==> src/rtl/alu_sequencer.sv <==
// Word-wide ALU built by stepping one external 4-bit combinational ALU slice
// across SLICES nibbles, least-significant first, with a registered carry chain.
module alu_sequencer #(
  parameter int unsigned SLICES = 4
) (
  input  logic                  CLK,
  input  logic                  RST_N,
  input  logic                  ReqValid,
  output logic                  ReqReady,
  input  logic [4*SLICES-1:0]   ReqA,
  input  logic [4*SLICES-1:0]   ReqB,
  input  logic [3:0]            ReqOp,
  input  logic                  ReqM,
  input  logic                  ReqCin,
  output logic                  RespValid,
  input  logic                  RespReady,
  output logic [4*SLICES-1:0]   Result,
  output logic                  ResultCout,
  output logic                  ResultEq,
  output logic                  ResultZero,
  output logic [3:0]            AluA,
  output logic [3:0]            AluB,
  output logic [3:0]            AluOp,
  output logic                  AluM,
  output logic                  AluCin,
  input  logic [3:0]            AluOut,
  input  logic                  AluEq,
  input  logic                  AluCout
);

  localparam int unsigned W  = 4 * SLICES;
  localparam int unsigned IW = (SLICES > 1) ? $clog2(SLICES) : 1;

  typedef enum logic [1:0] {
    IDLE = 2'd0,
    RUN  = 2'd1,
    DONE = 2'd2
  } state_t;

  state_t          state;
  logic [IW-1:0]   idx;
  logic [W-1:0]    a_q;
  logic [W-1:0]    b_q;
  logic [W-1:0]    result_q;
  logic [3:0]      op_q;
  logic            m_q;
  logic            cin_q;
  logic            carry_q;
  logic            eq_q;
  logic            cout_q;
  logic            last_slice;

  assign last_slice = (idx == IW'(SLICES - 1));

  // Sequencer: accept, walk the slices, hold the response until taken.
  always_ff @(posedge CLK or negedge RST_N) begin
    if (!RST_N) begin
      state    <= IDLE;
      idx      <= '0;
      a_q      <= '0;
      b_q      <= '0;
      result_q <= '0;
      op_q     <= '0;
      m_q      <= 1'b0;
      cin_q    <= 1'b0;
      carry_q  <= 1'b0;
      eq_q     <= 1'b0;
      cout_q   <= 1'b0;
    end else begin
      case (state)
        IDLE: begin
          if (ReqValid) begin
            a_q      <= ReqA;
            b_q      <= ReqB;
            op_q     <= ReqOp;
            m_q      <= ReqM;
            cin_q    <= ReqCin;
            result_q <= '0;
            idx      <= '0;
            carry_q  <= 1'b0;
            eq_q     <= 1'b1;
            cout_q   <= 1'b0;
            state    <= RUN;
          end
        end
        RUN: begin
          result_q[{idx, 2'b00} +: 4] <= AluOut;
          carry_q <= AluCout;
          eq_q    <= eq_q & AluEq;
          if (last_slice) begin
            // Logic ops have no meaningful carry, so the word carry is forced low.
            cout_q <= m_q ? 1'b0 : AluCout;
            idx    <= '0;
            state  <= DONE;
          end else begin
            idx <= idx + IW'(1);
          end
        end
        DONE: begin
          if (RespReady) begin
            state <= IDLE;
          end
        end
        default: begin
          state <= IDLE;
        end
      endcase
    end
  end

  // Slice drive decodes only from registers, so it is quiet outside RUN.
  always_comb begin
    AluA   = 4'h0;
    AluB   = 4'h0;
    AluOp  = 4'h0;
    AluM   = 1'b0;
    AluCin = 1'b0;
    if (state == RUN) begin
      AluA   = a_q[{idx, 2'b00} +: 4];
      AluB   = b_q[{idx, 2'b00} +: 4];
      AluOp  = op_q;
      AluM   = m_q;
      AluCin = (idx == '0) ? cin_q : carry_q;
    end
  end

  assign ReqReady   = (state == IDLE);
  assign RespValid  = (state == DONE);
  assign Result     = result_q;
  assign ResultCout = cout_q;
  assign ResultEq   = eq_q;
  assign ResultZero = (state == DONE) && (result_q == '0);

endmodule

==> config.mk <==
export PLATFORM = sky130hd
export DESIGN_NAME = alu_sequencer
export DESIGN_NICKNAME = d
export VERILOG_FILES = /design/src/rtl/alu_sequencer.sv
export SDC_FILE = /design/constraint.sdc
export NUM_CORES = 1
export LEC_CHECK = 0
export ABC_AREA = 0
export CORE_MARGIN = 2
export CORE_UTILIZATION = 52
export DETAILED_ROUTE_END_ITERATION = 12
export GPL_ROUTABILITY_DRIVEN = 0
export PLACE_DENSITY = 0.85
export SETUP_SLACK_MARGIN = 0.02
export SYNTH_ARGS = -nofsm -noshare
export SYNTH_HDL_FRONTEND = slang
export SYNTH_SLANG_ARGS = --single-unit
==> constraint.sdc <==
create_clock -name CLK -period 4.55 [get_ports CLK]
set_clock_uncertainty 0.15 [all_clocks]
set_input_delay 0.91 -clock CLK [delete_from_list [all_inputs] [get_ports CLK]]
set_output_delay 0.91 -clock CLK [all_outputs]
set_load 0.1 [all_outputs]
Word-level counts from Yosys, hierarchy flattened
Cells that the tools add are included.
{"block": "totals", "out_inout_bits": 35, "latch_bits": 0, "regBits": 61, "word_cells": 56, "mem_count": 0, "ram_bits": 0, "input_bits": 48, "rom_bits": 0}
{"block": "op_classes", "multipliers": 0, "n_lt_le_gt_ge": 0, "eq_ne": 6, "n_addsub": 2, "div": 0, "n_shift": 4, "mux": 23, "bitwise": 1, "reduce_logical": 9}
{"cell": "$pmux 16 s2", "n": 1}
{"cell": "$shiftx 16x5->4", "n": 2}
{"cell": "$bwmux 16", "n": 1}
{"cell": "$logic_not 16->1", "n": 1}
{"cell": "$mux 16", "n": 1}
{"cell": "$shift 4x6->16 const A", "n": 1}
{"cell": "$shiftx 4x6->16", "n": 1}
{"cell": "$mux 4", "n": 3}
{"cell": "$mux 2", "n": 5}
{"cell": "$mux 1", "n": 7}
{"cell": "$neg 4->6", "n": 1}
{"cell": "$pmux 1 s2", "n": 3}
{"cell": "$pmux 2 s3", "n": 1}
{"cell": "$reduce_and 3->1", "n": 2}
{"cell": "$eq 2x2->1 const B", "n": 2}
{"cell": "$logic_not 2->1", "n": 2}
{"cell": "$ne 2x2->1 const B", "n": 2}
{"cell": "$pmux 2 s2", "n": 1}
{"cell": "$reduce_and 2->1", "n": 2}
{"cell": "$add 2x1->2 const B", "n": 1}
{"cell": "$eq 2x1->1 const B", "n": 1}
{"cell": "$ne 2x1->1 const B", "n": 1}
{"cell": "$reduce_bool 2->1", "n": 1}
{"cell": "$and 1x1->1", "n": 1}
{"cell": "$logic_and 1x1->1", "n": 1}

Depth between registers and ports, before layout
Gate-level depths: netlist (run 1).
{"block": "logic_depth", "word_depth": 4, "ltp_mapped": 7, "mapped_depth_nobuf": 5}

Worst setup path before layout (run 1)
OpenSTA, ideal clock, no wires.
{"block": "synth_timing", "kind": "reg-to-output", "start": "register result_q[12] (netlist: Result[12])", "end": "output port ResultZero", "arrival_ns": 4.087, "path_slack_ns": -0.597, "path_buffers": 0, "path_stages_with_launch": 4, "required_time_ns": 3.490, "path_cell_list": "dfrtp_1 -> nor4_1 -> nand3_1 -> nor4_1"}
{"block": "synth_via", "elab_chain_len": 2}
{"item": "from (decl)", "line_no": "44", "rtl": "logic [W-1:0] result_q;"}
{"item": "from (signal, indexed assignment)", "line_no": "87", "rtl": "result_q[{idx, 2'b00} +: 4] <= AluOut;"}
{"item": "$logic_not 16->1", "line_no": "132", "rtl": "assign ResultZero = (state == DONE) && (result_q == '0);"}
{"item": "$logic_and 1x1->1", "line_no": "132"}
{"item": "to (decl)", "line_no": "20", "rtl": "output logic ResultZero,"}
No other way between the ends.

Final worst setup path (run 1)
{"block": "layout_timing", "start": "register idx[0]", "end": "output port AluCin"}
{"block": "layout_via", "elab_chain_len": 3}
{"item": "from (decl)", "line_no": "41", "rtl": "logic [IW-1:0] idx;"}
{"item": "from (signal assigned)", "line_no": "96", "rtl": "idx <= idx + IW'(1);"}
{"item": "$logic_not 2->1", "line_no": "123", "rtl": "AluCin = (idx == '0) ? cin_q : carry_q;"}
{"item": "$mux 1", "line_no": "123"}
{"item": "$mux 1", "line_no": "118", "rtl": "if (state == RUN) begin"}
{"item": "to (decl)", "line_no": "25", "rtl": "output logic AluCin,"}
No other way between the ends.

==> reports/metrics.yaml, run 1 <==
cts:
  numCtsBuffers: 9
  htree_levels: 3
  clockBufferDepth: 2
  cts_resized: 0
  holdBufCountCts: 0
  cts_tree: "built"
  worstSkewPairLatency_ps: 340
  post_cts_buffers: 0
  cts_sinks: 61
  root_buffer: "clkbuf_8"
  clk_pin_slew_ps: 60
critical_path:
  worst-path-stages: 5
  arrival_ps: 2340
  path_max_fanout: 17
  cpPeakStageDelay_ps: 870
  cp-start-kind: "register"
  crit_chain: "inv_1, ha_1, mux2i_1, nor2_1, buf_4"
  crit_path_end_kind: "output port"
  r2r_cells: 5
  worst-path-buf-inv: 2
  cpMaxStageDelayCell: "dfrtp_1"
  ff2ff_setup_slack_ps: 2000
  required_ps: 3490
  crit_type: "reg2out"
  worstReg2RegEnd: "Result[6]$_DFFE_PN0P_"
  crit_family: "flip-flops"
  r2r_start: "idx[0]$_DFFE_PN0P_"
timing:
  rsz0062_at_grt: "no"
  worstMarginPinSlew_ps: 973
  maxSlewHeadroom: 0.349
  fmax_mhz: 294
  holdWs_ps: 348
  drv_slew: 0
  fin_setup_tns_ps: 0
  min_period_ps: 3400
  finalCritPeriodShare: 0.747
  hold_violations: 0
  setup_violations: 0
global_route:
  grt_max_degree: 62
  grt_usage: 0.218
  grt_pass1_vias: 2078
  grt_overflow_total: 0
  grt_pass1_wl_um: 10200
  antenna_found_initial: 0
placement:
  portBuffers: 82
  hpwl_um: 4320
  dpl_cell_area_um2: 3730
flow_run:
  max_cap_viol_count: 0
floorplanning:
  placementRows: 27
  die_w_um: 79.5
  core_um2: 5510
  dieArea_um2: 6320
  ioPinCount: 83
  die_y_um: 79.5
  start_util: 0.538
synthesis:
  netlist_top_cells_area: "dfrtp_1 (52%), mux2_4 (17%), mux4_2 (6.1%)"
  synth_area_um2: 2960
  synth_enable_flop_cells: 0
  syn_nets: 256
  synthArstFlopShare: 1.00
  synth_flop_cell: "dfrtp_1"
  synth_top_area_share: 0.515
  netlist_instances: 202
  yosysWarnings: 0
  ys_seq_area_frac: 0.515
  yosysMostFrequentCell: "dfrtp_1"
  syn_area_per_cell_um2: 14.7
  synth_top_area_cell: "dfrtp_1"
  synth-seq-cells: 61
  ys_top_cells_by_count: "dfrtp_1 (61), mux2_4 (34), a22o_1 (16), and2_1 (13), nand2_1 (9)"
  ys_types: 28
layout:
  seqCellArea_um2: 1530
  fill_cells: 380
  num-nets-final: 339
  final_area_um2: 3940
  multi_input_area_um2: 1300
  syn_to_final_growth_pct: 32.9
  drive_above_1_share: 0.286
  antenna_cells: 0
run_status:
  status: "finished, final reports clean"
hold_path:
  hold_depth: 2
  hold_end: "ResultCout$_DFFE_PN0P_"
  hold_class: "reg2reg"
  hold_path_startpoint: "ResultCout$_DFFE_PN0P_"
routing:
  postRouteAntennaNets: 0
  num_vias: 1907
  post_drt_wl_per_cell_um: 16.7
  drtIter0Drc: 133
  drc_errors: 0
  routed_via_density: 5.27
  finalWirelength_um: 6060
  drtPass1Iterations: 4
## cell type report
class	count	area share
repair buffers	84	0.201
clock inverters	3	0.0108
inverters	4	0.00381
flip-flops and latches	61	0.388
well taps	72	0.0229
clock buffers	13	0.0429
multi-input cells	125	0.331
## kinds of logic (layout without fill, tap and decap cells)
kind of cell    Yosys count  count (layout)  share of synthesized area
flops                    61              61                      0.515
mux                      47              47                      0.252
compound gates           26              26                     0.0684
simple gates             46              46                     0.0921
buf+inv                  16             104                     0.0473
fa+ha+maj                 6               6                     0.0253
## worst max-delay path by stage
stage	startpoint	endpoint	slack [ps]
global placement	ReqValid	op_q[1]$_DFFE_PN0P_	1360
detailed placement	ReqValid	b_q[0]$_DFFE_PN0P_	1360
finish	idx[0]$_DFFE_PN0P_	AluCin	1150
global route	idx[0]$_DFFE_PN0P_	AluCin	900
floorplan	Result[8]$_DFFE_PN0P_	ResultZero	550
CTS	idx[0]$_DFFE_PN0P_	AluCin	1090
## sequential cells by signal (all words and copies together) (netlist names)
signal and count:
m_q 1, a_q 16, idx 2, Result 16
op_q 4, state 2, ResultEq 1, carry_q 1
b_q 16, cin_q 1, ResultCout 1
## worst reg2reg max path, cell delays in order, from the launching register on
cell and delay [ps]:
dfrtp_1 870, inv_1 230, ha_1 370, inv_1 90
nor4_1 530, a22o_1 250
## cells in the final DEF, fill, tap and decap left out, types with 6 or more instances in the layout
| cell | count |
|---|---|
| nand2_1 | 9 |
| buf_4 | 17 |
| a22o_1 | 16 |
| clkdlybuf4s50_1 | 66 |
| clkbuf_8 | 12 |
| mux2_4 | 34 |
| mux4_2 | 8 |
| and2_1 | 13 |
| ha_1 | 6 |
| dfrtp_1 | 61 |
## per-layer routing
| layer | part of all wire | global-route usage | vias to the layer above |
|---|---|---|---|
| met2 | 0.51 | 0.356 | 60 |
| met3 | 0.057 | 0.0758 | 8 |
| met4 | 0.014 | 0.0741 | 0 |
| met1 | 0.42 | 0.268 | 940 |
| met5 | 0 | 0 | - |
| li1 | - | - | 899 |
## metrics by stage
step                setup slack (ps)  utilization  std cells
floorplan                        547            -        202
CTS                             1090        0.715        362
detailed placement              1360        0.677        346
global placement                1360        0.677        346
global route                     898        0.715        362
finish                          1150        0.715        362
Power of run 1 is not shown: default switching activity piles up to over one toggle a cycle in this logic, so the estimate is an artifact.
==> inputs of run 2 (changes only) <==
CORE_UTILIZATION = 43   (was 52)
PLACE_DENSITY = 0.75   (was 0.85)
clock period = 3 ns   (was 4.55 ns; I/O delays follow)
==> reports/metrics.yaml, run 2 (same netlist as run 1, synthesis figures left out) <==
run_status:
  status: "finished, final reports clean"
global_route:
  antenna_found_initial: 0
  grt_pass1_vias: 2031
  grt_pass1_wl_um: 10400
  grt_usage: 0.180
  grt_max_degree: 45
  grt_overflow_total: 0
floorplanning:
  die_w_um: 87.0
  start_util: 0.441
  die_y_um: 87.0
  dieArea_um2: 7570
  placementRows: 30
  ioPinCount: 83
  core_um2: 6720
cts:
  cts_tree: "built"
  clockBufferDepth: 2
  post_cts_buffers: 0
  worstSkewPairLatency_ps: 330
  cts_sinks: 61
  numCtsBuffers: 9
  clk_pin_slew_ps: 70
  root_buffer: "clkbuf_8"
  htree_levels: 3
  holdBufCountCts: 0
  cts_resized: 0
routing:
  drtPass1Iterations: 4
  postRouteAntennaNets: 0
  drc_errors: 0
  drtIter0Drc: 124
  routed_via_density: 5.17
  post_drt_wl_per_cell_um: 16.8
  num_vias: 1927
  finalWirelength_um: 6250
hold_path:
  hold_class: "in2async"
timing:
  drv_slew: 0
  holdWs_ps: 122
  rsz0062_at_grt: "no"
  fmax_mhz: 385
  layout_setup_ws_ps: 404
  min_period_ps: 2600
  setup_violations: 0
  worstMarginPinSlew_ps: 673
  fin_setup_tns_ps: 0
  finalCritPeriodShare: 0.865
  hold_violations: 0
  maxSlewHeadroom: 0.547
layout:
  finalNonFillerCells: 373
  final_cell_mix: "dfrtp_1 (60), clkdlybuf4s50_1 (46), mux2_4 (34)"
  num-nets-final: 343
  drive_above_1_share: 0.365
  fill_cells: 543
  antenna_cells: 0
  syn_to_final_growth_pct: 38.6
  layout_commonest_cell: "dfrtp_1"
placement:
  portBuffers: 82
  dp_slack_ps: 472
  placedCellCount: 358
  hpwl_um: 4390
critical_path:
  ff2ff_setup_slack_ps: 750
  cp-startpoint: "state[0]$_DFFE_PN0P_"
  cp-start-kind: "register"
  arrival_ps: 1850
  path_max_fanout: 11
  crit_type: "reg2out"
  crit_path_end_kind: "output port"
  worstReg2RegEnd: "Result[6]$_DFFE_PN0P_"
  required_ps: 2250
  r2r_start: "idx[0]$_DFFE_PN0P_"
  r2r_cells: 5
flow_run:
  max_cap_viol_count: 0
-- run 2: worst max-delay path by stage --
stage                             to  slack, ps
final                     ResultZero        400
after global routing          AluCin        260
after CTS                     AluCin        100
after detailed placement      AluCin        470
after global placement        AluCin        500
after floorplan           ResultZero        -70
-- run 2: cell type report --
type	count	area, um^2	share of cell area
Sequential cell	61	1530	0.372
Multi-Input combinational cell	125	1310	0.320
Timing Repair Buffer	88	973	0.237
Clock buffer	14	173	0.0420
Tap cell	80	100	0.0244
Inverter	4	15.0	0.00366
Clock inverter	1	5.00	0.00122
-- run 2: worst max-delay path: stages, from the launching register on --
cell and delay (ps):
dfrtp_1 490, nand2b_1 230, or3_1 370, nor4_4 210
buf_12 210
-- run 2: routing by layer --
metal / wire (um) / GRT usage
met1: 2830 / 0.243
met2: 3000 / 0.278
met3: 331 / 0.0540
met4: 84 / 0.0653
met5: 0 / 0
-- run 2: through the flow --
stage,area [um^2],util
floorplan,2980,-
global placement,3930,0.585
detailed placement,3930,0.585
CTS,4110,0.611
global route,4110,0.611
finish,4110,0.611
Power of run 2 is left out for the same reason.
